$ cat src/rtl/mdu_div_iter.sv
// Iterative restoring divider for the EX-stage multiply/divide unit.
// STEPS quotient bits per CALC cycle; result is {remainder, quotient}, held until ack/start/annul.
module mdu_div_iter #(
    parameter int unsigned WIDTH = 32,
    parameter int unsigned STEPS = 1
) (
    input  logic                 clk,
    input  logic                 rst,
    input  logic                 signed_div_i,
    input  logic [WIDTH-1:0]     opdata1_i,
    input  logic [WIDTH-1:0]     opdata2_i,
    input  logic                 start_i,
    input  logic                 annul_i,
    input  logic                 ack_i,
    output logic                 ready_o,
    output logic                 busy_o,
    output logic [2*WIDTH-1:0]   result_o,
    output logic                 result_valid_o,
    output logic                 div_zero_o
);

    localparam int unsigned NCYC  = WIDTH / STEPS;
    localparam int unsigned CNT_W = $clog2(NCYC + 1);

    typedef enum logic [2:0] {
        IDLE = 3'd0,
        PREP = 3'd1,
        CALC = 3'd2,
        FIX  = 3'd3,
        DONE = 3'd4
    } state_t;

    state_t             state, state_nxt;
    logic               accept;
    logic               sign_mode;
    logic [WIDTH-1:0]   dvd_raw, dvs_raw;
    logic [WIDTH-1:0]   dvs;
    logic [WIDTH-1:0]   quot;
    logic [WIDTH:0]     rem;
    logic [CNT_W-1:0]   count;
    logic               neg_q, neg_r, zero;

    logic               neg1, neg2;
    logic [WIDTH-1:0]   mag1, mag2;
    logic [WIDTH-1:0]   quot_fix, rem_fix;
    logic [WIDTH:0]     step_rem, trial;
    logic [WIDTH-1:0]   step_quot;

    // Next-state logic; annul overrides everything, including a same-cycle start
    always_comb begin
        state_nxt = state;
        accept    = 1'b0;
        case (state)
            IDLE: if (start_i) begin
                state_nxt = PREP;
                accept    = 1'b1;
            end
            // zero divisor skips CALC but still spends one cycle in FIX
            PREP: state_nxt = (dvs_raw == '0) ? FIX : CALC;
            CALC: if (count == CNT_W'(1)) state_nxt = FIX;
            FIX:  state_nxt = DONE;
            DONE: begin
                if (start_i) begin
                    state_nxt = PREP;
                    accept    = 1'b1;
                end else if (ack_i) begin
                    state_nxt = IDLE;
                end
            end
            default: state_nxt = IDLE;
        endcase
        if (annul_i) begin
            state_nxt = IDLE;
            accept    = 1'b0;
        end
    end

    always_ff @(posedge clk or negedge rst) begin
        if (!rst) state <= IDLE;
        else      state <= state_nxt;
    end

    // Operand magnitudes and sign fix-up
    always_comb begin
        neg1     = sign_mode & dvd_raw[WIDTH-1];
        neg2     = sign_mode & dvs_raw[WIDTH-1];
        mag1     = neg1 ? (~dvd_raw + WIDTH'(1)) : dvd_raw;
        mag2     = neg2 ? (~dvs_raw + WIDTH'(1)) : dvs_raw;
        quot_fix = neg_q ? (~quot + WIDTH'(1)) : quot;
        rem_fix  = neg_r ? (~rem[WIDTH-1:0] + WIDTH'(1)) : rem[WIDTH-1:0];
    end

    // STEPS restoring shift-subtract iterations, dividend shifted out of quot MSB-first
    always_comb begin
        step_rem  = rem;
        step_quot = quot;
        trial     = '0;
        for (int unsigned i = 0; i < STEPS; i++) begin
            step_rem  = {step_rem[WIDTH-1:0], step_quot[WIDTH-1]};
            step_quot = {step_quot[WIDTH-2:0], 1'b0};
            trial     = step_rem - {1'b0, dvs};
            if (!trial[WIDTH]) begin
                step_rem     = trial;
                step_quot[0] = 1'b1;
            end
        end
    end

    always_ff @(posedge clk or negedge rst) begin
        if (!rst) begin
            sign_mode <= 1'b0;
            dvd_raw   <= '0;
            dvs_raw   <= '0;
            dvs       <= '0;
            quot      <= '0;
            rem       <= '0;
            count     <= '0;
            neg_q     <= 1'b0;
            neg_r     <= 1'b0;
            zero      <= 1'b0;
        end else begin
            if (accept) begin
                sign_mode <= signed_div_i;
                dvd_raw   <= opdata1_i;
                dvs_raw   <= opdata2_i;
            end
            if (state == PREP) begin
                quot  <= mag1;
                dvs   <= mag2;
                rem   <= '0;
                count <= CNT_W'(NCYC);
                neg_q <= neg1 ^ neg2;
                neg_r <= neg1;
                zero  <= (dvs_raw == '0);
            end
            if (state == CALC) begin
                quot  <= step_quot;
                rem   <= step_rem;
                count <= count - CNT_W'(1);
            end
        end
    end

    // Registered status and result; result is loaded on FIX->DONE and held while DONE
    always_ff @(posedge clk or negedge rst) begin
        if (!rst) begin
            ready_o        <= 1'b1;
            busy_o         <= 1'b0;
            result_o       <= '0;
            result_valid_o <= 1'b0;
            div_zero_o     <= 1'b0;
        end else begin
            ready_o <= (state_nxt == IDLE) || (state_nxt == DONE);
            busy_o  <= (state_nxt == PREP) || (state_nxt == CALC) || (state_nxt == FIX);
            if (state_nxt != DONE) begin
                result_o       <= '0;
                result_valid_o <= 1'b0;
                div_zero_o     <= 1'b0;
            end else if (state == FIX) begin
                result_o       <= zero ? {dvd_raw, {WIDTH{1'b1}}} : {rem_fix, quot_fix};
                result_valid_o <= 1'b1;
                div_zero_o     <= zero;
            end
        end
    end

endmodule

$ cat config.mk
export PLATFORM = sky130hd
export DESIGN_NAME = mdu_div_iter
export DESIGN_NICKNAME = d
export VERILOG_FILES = /design/src/rtl/mdu_div_iter.sv
export SDC_FILE = /design/constraint.sdc
export NUM_CORES = 1
export LEC_CHECK = 0
export BUFFER_PORTS_ARGS = -buffer_cell sky130_fd_sc_hd__buf_2
export CAP_MARGIN = 30
export CORE_UTILIZATION = 40
export DETAILED_ROUTE_END_ITERATION = 8
export SLEW_MARGIN = 20
export SYNTH_ARGS = -nofsm -noshare
export SYNTH_HDL_FRONTEND = slang
export SYNTH_SLANG_ARGS = --single-unit
export TNS_END_PERCENT = 20
$ cat constraint.sdc
create_clock -name clk -period 3.7 [get_ports clk]
set_input_delay 0.925 -clock clk [delete_from_list [all_inputs] [get_ports clk]]
set_output_delay 0.925 -clock clk [all_outputs]
set_load 0.05 [all_outputs]
==> results <==
- The number of enable-type register cells in the synthesized netlist is 0.
- The clock network latency to the later pin of the worst-skew pair is between 0.5 and 0.6 ns.
- Counting flops with an async set or reset pin after synthesis yields a share of 1.00.
- The startpoint identified for the worst register-to-register timing path is quot[31].
- The depth of the CTS H-tree is 1.
- The pin count of the biggest net entering global routing is between 80 and 90.
- The post-detailed-route DRC marker count is 0.
- After the first detailed-routing iteration, the DRC count stood at around 600.
- Dividing the detail-routed wire length by the instance count gives around 17 um.
- The total placed instance area is around 0.015 sq mm.
- The number of global-route vias before repair is roughly 11000.
- The synthesized-area fraction occupied by xor and xnor cells is 0.0891.
- STA puts the critical path data arrival time at 3.89 ns.
- The die area is 0.0359 sq mm.
- The number of buffers inserted for hold repair after clock tree synthesis is 0.
- After detailed placement, the design holds a cell count of roughly 2100.
- The biggest cell delay along the critical path is between 0.4 and 0.5 ns.
- The setup-violating endpoint count in the final report is 0.
- Adding up every negative setup slack in the final design gives 0 ns.
- The number of nets produced by synthesis is around 1600.
- The min-delay analysis places its worst path in the category in2async.
- From left edge to right edge, the die measures between 150 and 200 um.
- approximately 140 I/O pins were placed.
- Of the cells placed in the final design, the portion with a size suffix greater than 1 is 0.158.
- The end of the worst register-to-register path is rem[17].
- The Yosys step of the flow raised 0 warnings.
- The tool flagged a number of max-cap violations equal to 0.
- The total routing resource utilization after global routing is 0.202.
- At the pin with the least slew margin, the transition time is around 0.76 ns.
- Summed over all nets, the half-perimeter wirelength after detailed placement is 26.4 mm.
- Of the post-synthesis cell area, the dominant cell type holds 0.427.
- The type of destination of the critical path is a flip-flop.
- The worst path needs about 3.4 ns of the cycle, external delays included.
- The mean area per synthesized cell is 9.23 sq um.
- The max-slew violation count was 0.
- The flow ran to the end, and the final reports show no timing, DRC or antenna violations.
- The flip-flop cell with the highest count after synthesis is sky130_fd_sc_hd__dfrtp_1.
- For this run, the detailed router's first-pass iteration total came to 5.
- By area the synthesized netlist is led by sky130_fd_sc_hd__dfrtp_1 43%, sky130_fd_sc_hd__o21ai_0 7.1%, sky130_fd_sc_hd__nand2_1 6.4%.
- The worst ir drop on vdd is roughly 0.55 mV.
- The critical path class is reg2reg.
- Clock skew on the completed layout was measured at approximately 0.026 ns.
- Synthesis instantiated between 60 and 70 different standard cells from the library.
- The maximum fanout count along the critical path is 42.
- The part of the Yosys area used for sequential elements is 0.429.
- Setup repair after global routing left no endpoint under its margin.
- The largest total area in the synthesized netlist belongs to sky130_fd_sc_hd__dfrtp_1.
- In this run the standard cell core region covers roughly 0.035 sq mm.
- At the end of the flow, the number of nets in the layout was around 1700.
- The clock transition at the registers of the reported paths is ~0.070 ns.
- The critical-path cell with the highest stage delay is sky130_fd_sc_hd__dfrtp_1.
- The portion of synthesized area spent on multiplexers is 0.0715.
- TritonCTS built the clock tree.
- Measured in cells, the most critical reg-to-reg path has a length of 12.
- Clock tree synthesis selected as its root buffer the cell sky130_fd_sc_hd__clkbuf_16.
- The area fraction in and, or, nand and nor cells after synthesis is 0.146.
- The sum of overflow across all layers after global routing is 0.
- The number of sinks handled by clock tree synthesis is between 200 and 250.
- The congestion estimate from routability-driven global placement came to about 0.89.
- The largest family of logic cells by synthesized area is compound AO/OA/AOI/OAI gates.
- The first global-routing pass estimated slightly below 60 mm of wire.
- The achievable frequency is ~0.29 GHz.
- The layout-stage area growth over the synthesis result is 16.6%.
- Walking the worst path, the cells encountered are inv_1 > ha_1 > fa_1 > nand2b_1 > a21oi_2 > o211a_1 > nor3_1 > or3_1 > a32oi_4 > buf_12 > mux2_2 > o21ai_0.
- Buffers inserted during clock tree synthesis total 28.
- The detail route stage leaves a number of antenna-violating nets equal to 0.
- The synthesized netlist cell count is ~1500.
- The row count is approximately 70.
- The worst slew margin relative to its limit is 0.486.
- Synthesis inferred between 200 and 250 register bits.
- The cell area after synthesis is 0.0141 sq mm.
- The launching element type of the critical path is a flip-flop.
- Wires add up to around 36 mm.
- With fillers left out, the area of the finished cells amounts to ~0.016 sq mm.
- The required time reported for the critical path endpoint is about 4.2 ns.
- For this configuration, the core starts out at a cell density of 0.407.
- The leakage component of the power is 7.52 nW.
- The compound-cell area share of the yosys netlist is 0.191.
- Power spread over the standard cell area amounts to 899 mW/mm^2.
- The via count is approximately 11000.
- The number of antenna diodes in the final layout is 0.
- The initial antenna violation count came to 0.
- In the routed layout, each cell is associated on average with a via count of roughly 5.3.
- The adder-cell share of the synthesized area is 0.0352.
- The maximum buffer depth of the clock tree is 3.
- The most critical setup path has its startpoint at quot[31].
- The final count of hold timing violations is 0.
- The portion of the clock cycle consumed by the worst path in the final layout is 0.922.
- For this run, the share of the core covered by cells in the final layout is 0.475.
- The worst setup slack for register-to-register paths is ~0.29 ns.
- The final standard cell count with taps included and fillers excluded is ~2100.
- The die is roughly 190 um tall.
- Buffers placed on the I/O ports in this run total about 140.
==> state kept, by name, indices dropped and copies added (netlist names), 3 cells and up <==
signal / cells
state: 3
dvs: 32
count: 6
dvd_raw: 32
rem: 32
dvs_raw: 32
result_o: 64
quot: 32
==> worst max path at each step <==
stage | depth (start not counted) | slack (ns) | endpoint
final | 12 | 0.29 | rem[17]
after global routing | 12 | 0.03 | rem[17]
after CTS | 12 | 0.20 | rem[17]
after detailed placement | 12 | 0.23 | rem[17]
after global placement | 12 | 0.29 | rem[17]
after floorplan | 14 | 0.49 | rem[30]
==> through the flow <==
step | hold slack [ns] | worst slack, ns | power [mW]
final | 0.334 | 0.289 | 14.7
after global routing | 0.392 | 0.0267 | 15.9
after CTS | 0.369 | 0.204 | 14.8
after detailed placement | 0.451 | 0.230 | 11.7
after global placement | 0.448 | 0.291 | 11.6
after floorplan | 0.450 | 0.488 | 9.72
==> layout make-up <==
type | instances | area, sq um
inverters | 47 | 176
clock buffers | 38 | 798
flip-flops and latches | 241 | 6030
multi-input cells | 1148 | 7540
fillers | 3394 | 18100
repair buffers | 174 | 1040
clock inverters | 12 | 240
well taps | 455 | 569
==> layout by cell type, fill, tap and decap left out, types with 4 or more instances in the layout <==
cell type / synthesis / routed
sky130_fd_sc_hd__a211oi_1: 4 / 4
sky130_fd_sc_hd__a21o_1: 12 / 12
sky130_fd_sc_hd__a21oi_1: 65 / 64
sky130_fd_sc_hd__a22o_1: 35 / 35
sky130_fd_sc_hd__a22oi_1: 30 / 30
sky130_fd_sc_hd__a31oi_1: 11 / 11
sky130_fd_sc_hd__and2_1: 9 / 8
sky130_fd_sc_hd__and3_1: 10 / 10
sky130_fd_sc_hd__buf_12: 0 / 4
sky130_fd_sc_hd__buf_2: 4 / 136
sky130_fd_sc_hd__buf_4: 1 / 32
sky130_fd_sc_hd__bufinv_16: 0 / 6
sky130_fd_sc_hd__clkbuf_1: 66 / 4
sky130_fd_sc_hd__clkbuf_16: 0 / 28
sky130_fd_sc_hd__clkbuf_8: 0 / 6
sky130_fd_sc_hd__dfrtp_1: 240 / 239
sky130_fd_sc_hd__ha_1: 38 / 38
sky130_fd_sc_hd__inv_1: 47 / 47
sky130_fd_sc_hd__mux2_1: 50 / 50
sky130_fd_sc_hd__mux2_2: 18 / 18
sky130_fd_sc_hd__mux2i_1: 24 / 24
sky130_fd_sc_hd__nand2_1: 239 / 238
sky130_fd_sc_hd__nand2b_1: 12 / 11
sky130_fd_sc_hd__nand3_1: 25 / 25
sky130_fd_sc_hd__nand4_1: 6 / 6
sky130_fd_sc_hd__nor2_1: 53 / 51
sky130_fd_sc_hd__nor2b_1: 10 / 10
sky130_fd_sc_hd__nor3_1: 19 / 19
sky130_fd_sc_hd__nor4_1: 9 / 9
sky130_fd_sc_hd__o21a_1: 7 / 7
sky130_fd_sc_hd__o21ai_0: 200 / 200
sky130_fd_sc_hd__o21ai_1: 7 / 7
sky130_fd_sc_hd__o31ai_1: 24 / 24
sky130_fd_sc_hd__o41ai_1: 15 / 15
sky130_fd_sc_hd__or3_1: 14 / 14
sky130_fd_sc_hd__or4_1: 14 / 14
sky130_fd_sc_hd__xnor2_1: 85 / 85
sky130_fd_sc_hd__xor2_1: 58 / 58
==> synth_stat cells, types with 3 or more instances <==
master and count:
sky130_fd_sc_hd__nor4_2 3, sky130_fd_sc_hd__mux2_2 18, sky130_fd_sc_hd__a22oi_1 30, sky130_fd_sc_hd__nor4_1 9, sky130_fd_sc_hd__nand2_1 239, sky130_fd_sc_hd__nor2_1 53
sky130_fd_sc_hd__ha_1 38, sky130_fd_sc_hd__xnor2_1 85, sky130_fd_sc_hd__a211oi_1 4, sky130_fd_sc_hd__buf_1 11, sky130_fd_sc_hd__dfrtp_1 240, sky130_fd_sc_hd__o21ai_0 200
sky130_fd_sc_hd__xor2_1 58, sky130_fd_sc_hd__nand3_1 25, sky130_fd_sc_hd__o21ai_1 7, sky130_fd_sc_hd__o211ai_1 3, sky130_fd_sc_hd__o41ai_1 15, sky130_fd_sc_hd__or4_1 14
sky130_fd_sc_hd__nor2b_1 10, sky130_fd_sc_hd__or3_1 14, sky130_fd_sc_hd__or3_4 3, sky130_fd_sc_hd__nor3_1 19, sky130_fd_sc_hd__nand2b_1 12, sky130_fd_sc_hd__a31oi_1 11
sky130_fd_sc_hd__buf_2 4, sky130_fd_sc_hd__a21o_1 12, sky130_fd_sc_hd__inv_1 47, sky130_fd_sc_hd__nand4_1 6, sky130_fd_sc_hd__a21oi_1 65, sky130_fd_sc_hd__clkbuf_1 66
sky130_fd_sc_hd__a22o_1 35, sky130_fd_sc_hd__buf_6 5, sky130_fd_sc_hd__o21a_1 7, sky130_fd_sc_hd__mux2i_1 24, sky130_fd_sc_hd__and2_1 9, sky130_fd_sc_hd__and3_1 10
sky130_fd_sc_hd__a221o_1 3, sky130_fd_sc_hd__mux2_1 50, sky130_fd_sc_hd__o31ai_1 24
==> critical path: cells and delay by family (launching register included) <==
family | cells | cell delay, ns
flip-flops | 1 | 0.49
multiplexers | 1 | 0.36
AND/OR/NAND/NOR | 3 | 0.69
buffers and inverters | 2 | 0.35
AO/OA/AOI/OAI | 4 | 0.82
adder cells (fa/ha/maj) | 2 | 0.59
==> cells by family (layout without fill, tap and decap cells) <==
logic type,count (synthesis),count (layout)
simple gates,440,440
compound gates,434,434
flops,241,241
xor+xnor,143,143
buf+inv,134,271
mux,92,92
fa+ha+maj,39,39
==> report_power, final <==
group / internal (mW) / switching, mW
registers: 3.40 / 1.09
logic: 3.21 / 3.97
clock network: 1.93 / 1.15
total: 8.54 / 6.21
==> layer usage <==
layer,routed length [um],vias to the layer above,track usage
li1,-,5647,-
met1,17300,5324,0.284
met2,16500,226,0.335
met3,1360,41,0.0228
met4,592,0,0.0382
met5,0,-,0
==> timing repair <==
item | in CTS | in global routing
buffers inserted | 0 | 0
endpoints found under the setup margin | 0 | 1
gates resized for setup | 0 | 1
Note: power is estimated with default switching activity, not from simulation.
